File: src/rtl/run_length_meter_if.sv
// Result handshake between run_length_meter (master) and its consumer (slave):
// a single-entry valid/ready register carrying one completed run length.
interface run_length_meter_if #(
   parameter int LEN_W = 8
);
   logic             len_valid;
   logic             len_ready;
   logic [LEN_W-1:0] len_data;

   modport master (output len_valid, output len_data, input len_ready);
   modport slave  (input len_valid, input len_data, output len_ready);
endinterface

File: src/rtl/run_length_meter.sv
// Measures the length of every high run on det_in and presents it on a one-entry
// valid/ready register; counts completed runs. Optional: RLM_DROP_CNT_EN adds drop_count.
module run_length_meter #(
   parameter int LEN_W = 8,
   parameter int CNT_W = 16
) (
   input  logic                    clk,
   input  logic                    reset,
   input  logic                    det_in,
   input  logic                    clr,
   run_length_meter_if.master      len,
   output logic [CNT_W-1:0]        evt_count,
`ifdef RLM_DROP_CNT_EN
   output logic [CNT_W-1:0]        drop_count,
`endif
   output logic                    busy
);

   typedef enum logic {IDLE, RUN} state_t;

   localparam logic [LEN_W-1:0] LEN_MAX = {LEN_W{1'b1}};
   localparam logic [CNT_W-1:0] CNT_MAX = {CNT_W{1'b1}};

   state_t           state_q, state_d;
   logic [LEN_W-1:0] run_cnt_q, run_cnt_d;
   logic             run_end;
   logic             slot_free;

   assign run_end   = (state_q == RUN) && !det_in;
   assign slot_free = !len.len_valid || len.len_ready;
   assign busy      = (state_q == RUN);

   // NOTE: every always_comb output is defaulted first so no path can infer a latch.
   always_comb begin
      state_d   = state_q;
      run_cnt_d = run_cnt_q;
      case (state_q)
         IDLE: begin
            if (det_in) begin
               state_d   = RUN;
               run_cnt_d = {{(LEN_W-1){1'b0}}, 1'b1};
            end
         end
         RUN: begin
            if (det_in) begin
               if (run_cnt_q != LEN_MAX) run_cnt_d = run_cnt_q + 1'b1;
            end else begin
               state_d   = IDLE;
               run_cnt_d = '0;
            end
         end
         default: begin
            state_d   = IDLE;
            run_cnt_d = '0;
         end
      endcase
   end

   // NOTE: sequential state uses non-blocking assignments so all registers update together.
   always_ff @(posedge clk) begin
      if (!reset) begin
         state_q   <= IDLE;
         run_cnt_q <= '0;
      end else begin
         state_q   <= state_d;
         run_cnt_q <= run_cnt_d;
      end
   end

   // A run end reloads the slot even in the cycle the previous result is accepted.
   always_ff @(posedge clk) begin
      if (!reset) begin
         len.len_valid <= 1'b0;
         len.len_data  <= '0;
      end else if (run_end && slot_free) begin
         len.len_valid <= 1'b1;
         len.len_data  <= run_cnt_q;
      end else if (len.len_valid && len.len_ready) begin
         len.len_valid <= 1'b0;
      end
   end

   always_ff @(posedge clk) begin
      if (!reset || clr) begin
         evt_count <= '0;
      end else if (run_end && evt_count != CNT_MAX) begin
         evt_count <= evt_count + 1'b1;
      end
   end

`ifdef RLM_DROP_CNT_EN
   always_ff @(posedge clk) begin
      if (!reset || clr) begin
         drop_count <= '0;
      end else if (run_end && !slot_free && drop_count != CNT_MAX) begin
         drop_count <= drop_count + 1'b1;
      end
   end
`endif

endmodule
File: src/flat_wrapper.sv
// flat-port wrapper written by rule: the top's interface ports become plain ports
module run_length_meter_flat 
#(
   parameter int LEN_W = 8,
   parameter int CNT_W = 16
)
  (clk, reset, det_in, clr, evt_count, busy, len_len_valid, len_len_data, len_len_ready);
  run_length_meter_if #(.LEN_W(LEN_W)) len_i ();
  input  logic clk;
  input  logic reset;
  input  logic det_in;
  input  logic clr;
  output logic [CNT_W-1:0] evt_count;
  output logic busy;
  output wire logic [$bits(len_i.len_valid)-1:0] len_len_valid;
  output wire logic [$bits(len_i.len_data)-1:0] len_len_data;
  input wire logic [$bits(len_i.len_ready)-1:0] len_len_ready;
  assign len_len_valid = len_i.len_valid;
  assign len_len_data = len_i.len_data;
  assign len_i.len_ready = len_len_ready;
  run_length_meter #(.LEN_W(LEN_W), .CNT_W(CNT_W)) u_core (.clk(clk), .reset(reset), .det_in(det_in), .clr(clr), .len(len_i), .evt_count(evt_count), .busy(busy));
endmodule
File: config.mk
export PLATFORM = sky130hd
export DESIGN_NAME = run_length_meter_flat
export DESIGN_NICKNAME = d
export VERILOG_FILES = /design/src/rtl/run_length_meter_if.sv /design/src/rtl/run_length_meter.sv /design/src/flat_wrapper.sv
export SDC_FILE = /design/constraint.sdc
export NUM_CORES = 1
export LEC_CHECK = 0
export ABC_AREA = 1
export CAP_MARGIN = 20
export CORE_AREA = 2 2 88 90
export DETAILED_ROUTE_END_ITERATION = 6
export DIE_AREA = 0 0 90 92
export PLACE_DENSITY_LB_ADDON = 0.2
export REMOVE_ABC_BUFFERS = 1
export SETUP_SLACK_MARGIN = 0.05
export SLEW_MARGIN = 20
export SYNTH_ARGS = -nofsm -noshare
export SYNTH_HDL_FRONTEND = slang
export SYNTH_SLANG_ARGS = --single-unit
export TNS_END_PERCENT = 10
File: constraint.sdc
create_clock -name clk -period 1.4 [get_ports clk]
set_clock_uncertainty 0.05 [all_clocks]
set_input_delay 0.42 -clock clk [delete_from_list [all_inputs] [get_ports clk]]
set_output_delay 0.42 -clock clk [all_outputs]
set_load 0.1 [all_outputs]
==> metrics, run 1 <==
core area=0.00745 mm^2; Hold Path Sink=u_core.run_cnt_q[4]$_SDFFE_PN0P_; fraction of registers with async set/reset=0; layout cells sized above 1=0.501; CTS Buf Count=5; Hold Startpoint=u_core.run_cnt_q[4]$_SDFFE_PN0P_; hold slack=0.425 ns; Vias=1915; Die Span Y=92 um; detailed-route wire length=4880 um; Synth Cell Area=0.00180 mm^2; WL/cell=11.0 um; final slew viol count=0; Post-Syn Instances=258; worst-case clock buffer depth=2; row cnt=32; setup_tns=0 ns; FF+latch count, synth=34; top cells by area, synth=dfxtp_1 38%, nand2_1 14%, nand3_1 7.0%; routed wl met3=147 um; top post-synthesis cells by count=69 x nand2_1, 34 x dfxtp_1, 28 x inv_1, 28 x nor2_1, 25 x nand3_1; Worst-path clk slew=0.07 ns; vias in the first global route=1919; GRT Overall Usage=0.127; RSZ-0062 raised after global routing=yes; ys flop type=dfxtp_1; DRC=0; flop-to-flop setup slack=0.02 ns; Post-DP Area=0.00283 mm^2; Initial Util=0.241; Nets=349; Ant. Diodes=0; number of synthesized flops with an enable pin=0; M1 wire length=2210 um; DR WL met2=2490 um; worst relative slew slack=0.843; CTS Sinks=34; port bufs=30; CP arrival=0.93 ns; Placed Instances=433; Boundary Pins=31; CTS tree=built; most common cell in the synthesized netlist=nand2_1; CP Launch Type=register; GP Congestion=0.788; YS warnings=0; hold buffer count at CTS=0; Worst setup EP type=primary output; Vias per Instance=4.30; FF-to-FF End=u_core.evt_count[15]$_SDFFE_PP0P_; CP Max Fanout=4; DRT Pass-1 Iters=4; Period Utilization, post-route=0.998; setup ws final=0.00335 ns; Crit Path Class=register to primary output; PnR Total Power=2.10 mW; Synth top area share=0.379; hold depth=2; Pwr Density=645 mW/mm^2; fmax=716 MHz; post-route ant nets=0; DR top layer=met4; Req. time, crit path=0.93 ns; initial antenna violation count=0; DP Wirelength=3660 um; P_leak=1.31 nW; clock root buffer=clkbuf_8; largest net degree at the start of global routing=18; Layout Cells excl Fill=445; post-placement setup slack=-0.461 ns; outcome=finished, final reports clean; Die X=90 um; H-tree levels=2; Initial DRC Count=54; Syn Area/Cell=6.96 um^2; worst IR drop on VDD=0.521 mV; R2R Path Start=u_core.evt_count[0]$_SDFFE_PP0P_; Yosys top cell by area=dfxtp_1; Worst R2R Path Depth=9; Distinct cells, synth=24; worst skew pair latency=0.28 ns; crit path time final=1.40 ns; Finished Core Util=0.437; Maximum Capacitance Violations=0; first-pass GRT wire length=8700 um; Hold WC Path Type=register to register; Area Overhead vs Synth=81.0%; Seq/Total Area, Yosys=0.379; grt ovf=0; die area=0.00828 mm^2; Post-Layout Inst Area=0.00325 mm^2; # setup viols final=0; Least-Margin Pin Slew=0.235 ns; final-report hold violation count=0
[metal layers]
layer | vias up | global-route usage
met5 | - | 0
met4 | 0 | 0.0308
met3 | 5 | 0.0271
met2 | 28 | 0.220
met1 | 878 | 0.160
li1 | 1004 | -
[worst max-delay path: stages (launching register included)]
cell	delay (ns)
dfxtp_4	0.37
buf_6	0.11
buf_12	0.16
[state kept, by name, summed over array words and instances, names as in the netlist]
register and flops:
u_core.busy 1, u_core.evt_count 16, u_core.len.len_data 8, u_core.len.len_valid 1, u_core.run_cnt_q 8
[logic make-up after synthesis]
logic type,count (synthesis),synth area share
and+or+nand+nor,144,0.366
xor gates and xnor gates,6,0.0292
AOI/OAI and AO/OA,37,0.130
DFF,34,0.379
buffers and inverters,35,0.0829
adders and majority gates,2,0.0139
[worst max path at each step]
stage,from,end,cells past startpoint
2_1_floorplan,u_core.evt_count[0]$_SDFFE_PP0P_,u_core.evt_count[13]$_SDFFE_PP0P_,7
3_3_place_gp,det_in,u_core.evt_count[6]$_SDFFE_PP0P_,7
3_5_place_dp,det_in,u_core.evt_count[11]$_SDFFE_PP0P_,7
4_1_cts,u_core.evt_count[0]$_SDFFE_PP0P_,u_core.evt_count[14]$_SDFFE_PP0P_,9
5_1_grt,u_core.evt_count[0]$_SDFFE_PP0P_,u_core.evt_count[14]$_SDFFE_PP0P_,9
6_report,u_core.evt_count[0]$_SDFFE_PP0P_,evt_count[0],2
[where the power goes]
group / internal [mW] / switching, mW
combinational: 0.135 / 0.210
sequential: 0.987 / 0.0189
clock: 0.397 / 0.351
total: 1.52 / 0.580
[timing repair]
action                     in CTS  in global routing
setup buffers                   1                  3
pin swaps                       5                 14
setup endpoints to repair      50                 56
gates resized for setup        55                 41
[placed cells by master (no fill, tap or decap), types with 2 or more instances in the layout]
cell type	n
dfxtp_1	7
nand2_1	58
o21ai_0	10
nor2_1	20
nor2_2	10
xor2_1	4
clkbuf_8	6
inv_4	2
nand3_2	8
nand2_2	10
nand3_1	16
nor2_4	9
xnor2_1	2
buf_6	17
a21oi_2	12
o21ai_1	2
dlymetal6s2s_1	2
inv_1	27
nand4_1	8
a21oi_1	9
dfxtp_2	26
ha_4	2
nand2_4	4
buf_12	29
buf_4	32
[area by class of cell]
type | instances | area (um^2)
timing repair buffer | 82 | 1060
clock inverter | 1 | 5.00
sequential | 34 | 717
clock buffer | 7 | 86.3
fill | 764 | 4200
tap | 102 | 128
multi-input combinational | 189 | 1140
inverter | 30 | 118
(Power assumes the default switching activity.)
==> run 2, diff against run 1 <==
- CTS_BUF_LIST: default -> sky130_fd_sc_hd__clkbuf_4 sky130_fd_sc_hd__clkbuf_8
==> run 2 against run 1 <==
Effect of this change:
- die area did not move
- sequential power barely moved
- design area hardly changed
- utilization about the same
- sequential share of layout area about the same
- critical endpoint unchanged
- first-iteration DRC count increased by 7.4%
- clock-buffer cell count unchanged
- largest cell class unchanged
- largest power group unchanged
==> metrics, run 2 (synthesis results as in run 1) <==
sw power=0.573 mW (-1.1%); # setup viols final=0 (unchanged); row cnt=32 (unchanged); largest net degree at the start of global routing=18 (unchanged); fmax=717 MHz (+0.11%); Initial Util=0.241 (unchanged); worst skew pair latency=0.28 ns (about the same); layout cells sized above 1=0.501 (unchanged); P_int=1.54 mW (+1.3%); clock root buffer=clkbuf_8; Ant. Diodes=0 (unchanged); crit path time final=1.40 ns (-0.00155 ns); Die Span Y=92 um (unchanged); H-tree levels=2 (unchanged); Most flops, register=u_core.evt_count; RSZ-0062 raised after global routing=yes; Fillers=764 (unchanged); Initial DRC Count=58 (+7.4%); post-route ant nets=0 (unchanged); most frequent cells in the layout=58 x nand2_1, 32 x buf_4, 29 x buf_12; Vias per Instance=4.27 (-0.84%); DP Wirelength=3660 um (unchanged); core area=0.00745 mm^2 (unchanged); Max stage delay cell, worst path=dfxtp_4; hold buffer count at CTS=0 (unchanged); GP Congestion=0.788 (unchanged); setup_tns=0 ns (unchanged); Boundary Pins=31 (unchanged); final-report hold violation count=0 (unchanged); CTS Sinks=34 (unchanged); Slowest Stage Delay on Critical Path=0.37 ns (about the same); Req. time, crit path=0.93 ns (about the same); share of total power in sequential cells=0.476 (-0.003); Cell Chain, Critical Path=buf_6 -> buf_12; DRT Pass-1 Iters=4 (unchanged); Worst-path clk slew=0.07 ns (about the same); detailed-route wire length=4820 um (-1.3%); worst IR drop on VDD=0.518 mV (-0.57%); cell family with most CP delay=flip-flops; Die X=90 um (unchanged); CP arrival=0.93 ns (about the same); Pwr Density=650 mW/mm^2 (+0.64%); grt ovf=0 (unchanged); worst relative slew slack=0.843 (about the same); combinational power share=0.163 (-0.002); Crit Path Class=register to primary output; max reg flops=16 (unchanged); CTS Buf Count=5 (unchanged); initial antenna violation count=0 (unchanged); WL/cell=10.8 um (-1.3%); die area=0.00828 mm^2 (unchanged); P_leak=1.31 nW (+0.26%); Nets=349 (unchanged); buffers and inverters on the worst path=2 (unchanged); outcome=finished, final reports clean; port bufs=30 (unchanged); final slew viol count=0 (unchanged); most common cell after layout, fill and taps aside=nand2_1; CTS tree=built; clock network fraction of total power=0.360 (+0.004); GRT Overall Usage=0.126 (-0.000699); first-pass GRT wire length=8660 um (-0.47%); worst-case clock buffer depth=2 (unchanged); Least-Margin Pin Slew=0.235 ns (-0.0000150 ns); Vias=1899 (-0.84%); Area Overhead vs Synth=80.9% (about the same); CP Launch Type=register; top flop regs=u_core.evt_count (16), u_core.len.len_data (8), u_core.run_cnt_q (8); Net Sw Frac=0.272 (-0.00467); Maximum Capacitance Violations=0 (unchanged); DRC=0 (unchanged); PnR Total Power=2.11 mW (+0.60%); Hold WC Path Type=register to register; Worst setup EP type=primary output; vias in the first global route=1909 (-0.52%); Period Utilization, post-route=0.996 (-0.00111); CP Max Fanout=4 (unchanged)
==> run 2: cell types whose count changed in the layout (fill, tap and decap cells not counted) <==
| cell | before | now |
|---|---|---|
| clkbuf_1 | 1 | 0 |
| clkbuf_4 | 0 | 1 |
| nand3_1 | 16 | 17 |
| nand3_2 | 8 | 7 |
==> run 2: routing by layer <==
layer / up-vias / part of all wire / GRT usage
li1: 1002 / - / -
met4: 0 / 0.0075 / 0.0308
met1: 868 / 0.46 / 0.160
met3: 5 / 0.028 / 0.0271
met2: 24 / 0.50 / 0.217
met5: - / 0 / 0
==> run 2: layout make-up <==
type,instances,area (um^2),area share
tap,102,128,0.0393
sequential,34,717,0.221
clock buffer,7,90.1,0.0277
multi-input combinational,189,1140,0.350
inverter,30,118,0.0362
clock inverter,1,5.00,0.00154
timing repair buffer,82,1060,0.325
==> run 2: tightest hold or removal path, delay by kind of cell, from the launching register on <==
family / cells / cell delay, ns
DFF: 1 / 0.34
and+or+nand+nor: 2 / 0.10
==> run 2: per-stage QoR <==
step                setup slack (ns)  instances   util  hold slack (ns)  cell area (um^2)
floorplan                     -0.949        253      -            0.401              1760
global placement              -0.455        433  0.381            0.442              2830
detailed placement            -0.461        433  0.381            0.443              2830
CTS                          -0.0163        442  0.417            0.454              3110
global route                 -0.0651        445  0.436            0.463              3250
finish                       0.00491        445  0.436            0.425              3250
==> run 2: power groups by stage <==
| stage | combinational, mW | sequential [mW] | clock, mW |
|---|---|---|---|
| after floorplan | 0.0655 | 1.13 | 0 |
| after global placement | 0.327 | 1.02 | 0 |
| after detailed placement | 0.327 | 1.02 | 0 |
| after CTS | 0.338 | 1.00 | 0.798 |
| after global routing | 0.367 | 1.01 | 0.844 |
| final | 0.345 | 1.01 | 0.761 |
==> run 2: worst paths after layout <==
| path | slack [ns] | cells past startpoint | end | from |
|---|---|---|---|---|
| max | 0.005 | 2 | evt_count[0] | u_core.evt_count[0]$_SDFFE_PP0P_ |
| min | 0.42 | 2 | u_core.run_cnt_q[4]$_SDFFE_PN0P_ | u_core.run_cnt_q[4]$_SDFFE_PN0P_ |
| min reg2reg | 0.42 | 2 | u_core.run_cnt_q[4]$_SDFFE_PN0P_ | u_core.run_cnt_q[4]$_SDFFE_PN0P_ |
| max reg2reg | 0.03 | 9 | u_core.evt_count[14]$_SDFFE_PP0P_ | u_core.evt_count[0]$_SDFFE_PP0P_ |
==> run 2: timing repair <==
action | CTS | global route
pin swaps | 5 | 12
resized for setup | 55 | 40
endpoints found under the setup margin | 50 | 55
buffers inserted | 1 | 3
